**src/rtl/alu_cmd_sequencer.sv**
```systemverilog
// alu_cmd_sequencer: issues one command at a time to a registered ALU, waits
// for the matching class-valid flag (or a timeout / conflicting flags), and
// returns the selected result over a valid/ready response channel.
module alu_cmd_sequencer #(
    parameter int OP_DATA_WIDTH   = 16,
    parameter int ARITH_OUT_WIDTH = 32,
    parameter int TIMEOUT         = 4
) (
    input  logic                              clk,
    input  logic                              rst,
    input  logic                              cmd_valid,
    output logic                              cmd_ready,
    input  logic signed [OP_DATA_WIDTH-1:0]   cmd_a,
    input  logic signed [OP_DATA_WIDTH-1:0]   cmd_b,
    input  logic [3:0]                        cmd_fun,
    output logic [OP_DATA_WIDTH-1:0]          alu_a,
    output logic [OP_DATA_WIDTH-1:0]          alu_b,
    output logic [3:0]                        alu_fun,
    output logic                              alu_rst_n,
    input  logic signed [ARITH_OUT_WIDTH-1:0] arith_out,
    input  logic [15:0]                       logic_out,
    input  logic [15:0]                       cmp_out,
    input  logic [15:0]                       shift_out,
    input  logic                              arith_flag,
    input  logic                              logic_flag,
    input  logic                              cmp_flag,
    input  logic                              shift_flag,
    output logic                              rsp_valid,
    input  logic                              rsp_ready,
    output logic [ARITH_OUT_WIDTH-1:0]        rsp_data,
    output logic [3:0]                        rsp_fun,
    output logic                              rsp_err,
    output logic [15:0]                       op_count,
    output logic [7:0]                        err_count
);

    localparam int CNT_W = $clog2(TIMEOUT + 1);
    localparam logic [CNT_W-1:0] TIMEOUT_CNT = CNT_W'(TIMEOUT);

    typedef enum logic [1:0] {
        IDLE = 2'd0,
        WAIT = 2'd1,
        RESP = 2'd2
    } state_t;

    state_t                     state_q, state_d;
    logic [OP_DATA_WIDTH-1:0]   alu_a_q, alu_b_q;
    logic [3:0]                 alu_fun_q;
    logic [ARITH_OUT_WIDTH-1:0] rsp_data_q;
    logic [3:0]                 rsp_fun_q;
    logic                       rsp_err_q;
    logic [CNT_W-1:0]           wait_cnt_q;
    logic [15:0]                op_count_q;
    logic [7:0]                 err_count_q;

    logic                       accept, rsp_fire;
    logic                       sel_flag, multi_flag, wait_armed;
    logic                       capture, give_up;
    logic [ARITH_OUT_WIDTH-1:0] sel_result;

    // Non-arithmetic ALU results are unsigned 16-bit quantities.
    function automatic logic [ARITH_OUT_WIDTH-1:0] zext16(input logic [15:0] v);
        return ARITH_OUT_WIDTH'(v);
    endfunction

    // Error statistic sticks at its maximum rather than wrapping.
    function automatic logic [7:0] sat_inc8(input logic [7:0] v);
        return (v == 8'hFF) ? v : v + 8'd1;
    endfunction

    assign accept    = cmd_valid && cmd_ready;
    assign rsp_fire  = rsp_valid && rsp_ready;
    assign alu_rst_n = ~rst;
    assign alu_a     = alu_a_q;
    assign alu_b     = alu_b_q;
    assign alu_fun   = alu_fun_q;
    assign rsp_data  = rsp_data_q;
    assign rsp_fun   = rsp_fun_q;
    assign rsp_err   = rsp_err_q;
    assign op_count  = op_count_q;
    assign err_count = err_count_q;

    // Flag/result selection uses the latched function so a changing cmd_fun
    // during WAIT cannot redirect the pending operation.
    always_comb begin
        sel_flag   = arith_flag;
        sel_result = arith_out;
        case (alu_fun_q[3:2])
            2'b01: begin
                sel_flag   = logic_flag;
                sel_result = zext16(logic_out);
            end
            2'b10: begin
                sel_flag   = cmp_flag;
                sel_result = zext16(cmp_out);
            end
            2'b11: begin
                sel_flag   = shift_flag;
                sel_result = zext16(shift_out);
            end
            default: begin
                sel_flag   = arith_flag;
                sel_result = arith_out;
            end
        endcase
        multi_flag = (arith_flag && logic_flag) || (arith_flag && cmp_flag) ||
                     (arith_flag && shift_flag) || (logic_flag && cmp_flag) ||
                     (logic_flag && shift_flag) || (cmp_flag && shift_flag);
        // The first WAIT cycle still sees the previous operation's flags.
        wait_armed = (wait_cnt_q != '0);
        capture    = wait_armed && sel_flag && !multi_flag;
        give_up    = (wait_armed && multi_flag) || (wait_cnt_q == TIMEOUT_CNT);
    end

    // State register.
    always_ff @(posedge clk) begin
        if (rst) begin
            state_q <= IDLE;
        end else begin
            state_q <= state_d;
        end
    end

    // Next-state logic.
    always_comb begin
        state_d = state_q;
        case (state_q)
            IDLE:    if (cmd_valid) state_d = WAIT;
            WAIT:    if (capture || give_up) state_d = RESP;
            RESP:    if (rsp_ready) state_d = IDLE;
            default: state_d = IDLE;
        endcase
    end

    // Handshake outputs decoded from the current state.
    always_comb begin
        cmd_ready = (state_q == IDLE);
        rsp_valid = (state_q == RESP);
    end

    // Operand latch, wait counter, response capture and statistics.
    always_ff @(posedge clk) begin
        if (rst) begin
            alu_a_q     <= '0;
            alu_b_q     <= '0;
            alu_fun_q   <= '0;
            rsp_data_q  <= '0;
            rsp_fun_q   <= '0;
            rsp_err_q   <= 1'b0;
            wait_cnt_q  <= '0;
            op_count_q  <= '0;
            err_count_q <= '0;
        end else begin
            if (accept) begin
                alu_a_q    <= cmd_a;
                alu_b_q    <= cmd_b;
                alu_fun_q  <= cmd_fun;
                rsp_fun_q  <= cmd_fun;
                wait_cnt_q <= '0;
            end
            if (state_q == WAIT) begin
                if (capture) begin
                    rsp_data_q <= sel_result;
                    rsp_err_q  <= 1'b0;
                end else if (give_up) begin
                    rsp_data_q <= '0;
                    rsp_err_q  <= 1'b1;
                end else begin
                    wait_cnt_q <= wait_cnt_q + CNT_W'(1);
                end
            end
            if (rsp_fire) begin
                op_count_q <= op_count_q + 16'd1;
                if (rsp_err_q) begin
                    err_count_q <= sat_inc8(err_count_q);
                end
            end
        end
    end

endmodule

```
**config.mk**
```make
export PLATFORM = sky130hd
export DESIGN_NAME = alu_cmd_sequencer
export DESIGN_NICKNAME = d
export VERILOG_FILES = /design/src/rtl/alu_cmd_sequencer.sv
export SDC_FILE = /design/constraint.sdc
export NUM_CORES = 1
export LEC_CHECK = 0
export CORE_ASPECT_RATIO = 1.75
export CORE_UTILIZATION = 31
export CTS_BUF_LIST = sky130_fd_sc_hd__clkbuf_16
export CTS_CLUSTER_DIAMETER = 100
export DETAILED_ROUTE_END_ITERATION = 10
export PLACE_DENSITY = 0.79
export SYNTH_ARGS = -nofsm -noshare
export SYNTH_HDL_FRONTEND = slang
export SYNTH_SLANG_ARGS = --single-unit
export TNS_END_PERCENT = 50
```
**constraint.sdc**
```tcl
create_clock -name clk -period 1.95 [get_ports clk]
set_input_delay 0.585 -clock clk [delete_from_list [all_inputs] [get_ports clk]]
set_output_delay 0.585 -clock clk [all_outputs]
set_load 0.05 [all_outputs]
```
==> flow_summary.ini <==
[route]
drt-total-wl_mm = 13.1
via_count = 4105
drt_iter0_markers = 85
final_antenna_net_count = 0
wl_per_cell_microns = 15.7
drcViolationCount = 0
dr.pass1.iters = 4
via_per_inst = 4.93

[clocking]
clock_sinks = 98
clk_pin_slew_worst_paths_ns = 0.07
tritoncts = yes
cts_buffers = 9
clkLatencyLatePin_ns = 0.33
cts-root-buf = clkbuf_16
cts_htree_levels = 3
clk_path_buf_depth = 2

[synth]
synthMuxAreaShare_pct = 9.13
synth-xor-area-share_pct = 4.40
avgSynthCellArea_sq_um = 9.86
synth.net_count = 552
synth_compound_area_share_pct = 16.5
synth_flop_cell = dfxtp_1
yosys.area_share.simple_pct = 16.8
synthDistinctLibCells = 50
synth_area_sq_um = 4180
synth_top_family_by_area = simple AND/OR/NAND/NOR gates
netlist.area_leader.share_pct = 46.9
ys_async_sr_fraction_pct = 0
ys_ff_latch = 98
synth_area_leader_cell = dfxtp_1
syn_inst = 424
synthAdderAreaFrac_pct = 1.47
ys_seq_area_share_pct = 46.9
synth_edf_count = 0
yosys_warnings = 0
synth.area.top_cells = dfxtp_1 47%, mux4_2 8.6%, nand2_1 7.8%

[timing]
setup_viol = 0
post-route-period-util_pct = 95.8
max-slew-margin-rel_pct = 54.7
min_period_ns = 1.87
rsz0062_at_grt = no
clock_skew_ns = 0.00810
worst_slew_pin_slew_ns = 0.679
max_freq_mhz = 535
hold_viol = 0
final_max_slew_viol_count = 0

[final_layout]
final_core_util_pct = 53.4
seq_area_sq_um = 1970
multiInputGateArea_sq_um = 2070
drive_above_1_share_pct = 28.7
fin_cells = 832
nFillCells = 1148
num-nets-final = 784
area_delta_synth_final_pct = 66.8
diodes = 0

[die]
rows = 55
start_util_pct = 32.0
die_w_microns = 89.8
die_h_microns = 156
num_io_pins = 224
core_sq_um = 13100
die-area_sq_um = 14000

[worst_setup_path]
cp.required_ns = 2.19
start_kind = register
slowest_stage = a311o_1
r2r-end = wait_cnt_q[2]$_SDFF_PP0_
r2r_cells = 8
path_class = reg2reg
rrSetupSlack_ns = 0.08
cp_max_fo = 3
worstPathArrival_ns = 2.11
critPathMaxStageDelay_ns = 0.36
path_cells = inv_2, ha_4, nor2b_4, a211o_1, buf_6, a21bo_2, a311o_1, o311ai_2
startpoint = wait_cnt_q[0]$_SDFF_PP0_
worstReg2RegStart = wait_cnt_q[0]$_SDFF_PP0_
cp-end-kind = register
critPathCapture = wait_cnt_q[2]$_SDFF_PP0_

[placement]
port-buffer-count = 223
dp.cells = 809
place.gp.congestion = 0.729
dpl.hpwl_mm = 9.63

[global_route]
grtUsageTotal_pct = 18.4
antenna_found_initial = 0
grt_max_degree = 67
grt_pass1_vias = 4288
grt_pass1_wl_mm = 20.9
gr-total-overflow = 0

[pwr]
p_leak_nw = 2.77
finalPower_w = 0.00477
power_density_nw_per_um2 = 683
vdd_drop_max_mv = 0.381

[status]
outcome = finished, final reports clean

[job]
maxCapViolations = 0

[hold_path]
min-delay-path-class = reg2reg
## cells in the mapped netlist, types with 2 or more instances
cell type,number
a21oi_1,43
a32o_1,32
and3_1,2
and4_1,2
buf_1,5
buf_2,4
buf_4,6
buf_6,4
clkbuf_1,14
dfxtp_1,98
ha_1,4
inv_1,4
mux4_2,16
nand2_1,87
nand2b_1,3
nand3_1,7
nand4_1,7
nor2_1,25
nor2b_1,3
nor3_1,6
o21ai_4,2
o311ai_0,2
or3_1,2
xnor2_1,10
xor2_1,11
## sequential cells by signal (all words and copies together) (netlist names), 2 cells and up
signal,count
alu_a,16
alu_b,16
err_count,8
op_count,16
rsp_data,32
rsp_fun,4
state_q,2
wait_cnt_q,3
## layout by cell type, fill, tap and decap left out, types with 2 or more instances in the layout
| cell type | Yosys | final |
|---|---|---|
| nor3_1 | 6 | 6 |
| clkdlybuf4s50_1 | 0 | 118 |
| inv_1 | 4 | 4 |
| o311ai_0 | 2 | 2 |
| clkbuf_2 | 0 | 3 |
| clkbuf_16 | 0 | 11 |
| buf_12 | 0 | 16 |
| nand2_1 | 87 | 87 |
| nor2b_1 | 3 | 2 |
| ha_1 | 4 | 3 |
| nand3_1 | 7 | 7 |
| nand4_1 | 7 | 7 |
| inv_2 | 0 | 2 |
| o21ai_4 | 2 | 3 |
| nor2_1 | 25 | 25 |
| and4_1 | 2 | 2 |
| xnor2_1 | 10 | 10 |
| buf_4 | 6 | 110 |
| dfxtp_2 | 0 | 4 |
| inv_6 | 0 | 2 |
| dfxtp_1 | 98 | 94 |
| a21oi_1 | 43 | 43 |
| mux4_2 | 16 | 16 |
| and3_1 | 2 | 2 |
| nand2b_1 | 3 | 3 |
| xor2_1 | 11 | 11 |
| buf_6 | 4 | 3 |
| a32o_1 | 32 | 32 |
## layer usage
metal	track usage, %	up-vias	part of all wire, %
met3	4.19	30	5.9
met4	7.65	0	3.5
met1	18.1	1920	36
met5	0	-	0
met2	36.3	179	55
li1	-	1976	-
## power by group
| part | internal (W) | switching, W | total, W | leakage (nW) |
|---|---|---|---|---|
| logic | 0.000516 | 0.000529 | 0.00104 | 1.83 |
| registers | 0.00207 | 0.0000503 | 0.00212 | 0.797 |
| clock network | 0.000865 | 0.000743 | 0.00161 | 0.139 |
## final cells by class
type	instances	area share [%]
Clock inverter	7	0.664
Tap cell	171	3.07
Inverter	5	0.269
Multi-Input combinational cell	288	29.6
Timing Repair Buffer	254	35.0
Clock buffer	9	3.23
Sequential cell	98	28.2
## worst max-delay path, delay by kind of cell (launching register included)
kind                     cells  cell delay, ns
adder cells (fa/ha/maj)      1            0.15
buffers and inverters        2            0.20
flip-flops                   1            0.35
AND/OR/NAND/NOR              1            0.13
AO/OA/AOI/OAI                4            0.94
## how the worst min path moves through the flow
stage / from / cells past startpoint / end / slack, ns
after floorplan: wait_cnt_q[0]$_SDFF_PP0_ / 2 / wait_cnt_q[0]$_SDFF_PP0_ / 0.48
after global placement: alu_a[11]$_SDFFE_PP0P_ / 2 / alu_a[11]$_SDFFE_PP0P_ / 0.44
after detailed placement: alu_b[4]$_SDFFE_PP0P_ / 2 / alu_b[4]$_SDFFE_PP0P_ / 0.45
after CTS: alu_b[4]$_SDFFE_PP0P_ / 2 / alu_b[4]$_SDFFE_PP0P_ / 0.46
after global routing: alu_a[10]$_SDFFE_PP0P_ / 2 / alu_a[10]$_SDFFE_PP0P_ / 0.47
final: alu_b[4]$_SDFFE_PP0P_ / 2 / alu_b[4]$_SDFFE_PP0P_ / 0.45
## cells by family (layout without fill, tap and decap cells)
kind of cell,count (synthesis),after routing
multiplexers,18,18
buffers and inverters,38,275
AO/OA/AOI/OAI,90,90
AND/OR/NAND/NOR,154,154
XOR/XNOR,21,21
adder cells (fa/ha/maj),5,5
flip-flops,98,98
## stage by stage
stage / cell area, sq um / worst slack, ns / setup TNS, ns / hold WS, ns
2_1_floorplan: 4190 / -0.00166 / -0.0473 / 0.484
3_3_place_gp: 6570 / -0.451 / -18.69 / 0.443
3_5_place_dp: 6570 / -0.509 / -20.42 / 0.447
4_1_cts: 6900 / 0.00739 / 0 / 0.456
5_1_grt: 6980 / 0.00591 / 0 / 0.475
6_report: 6980 / 0.0815 / 0 / 0.453
## what timing repair did
action,4_1_cts,5_1_grt
pin swaps,5,6
buffers inserted,2,2
hold buffers,0,0
resized for setup,10,16
gates cloned,1,2
endpoints found under the setup margin,37,40
Note: power is estimated with default switching activity, not from simulation.
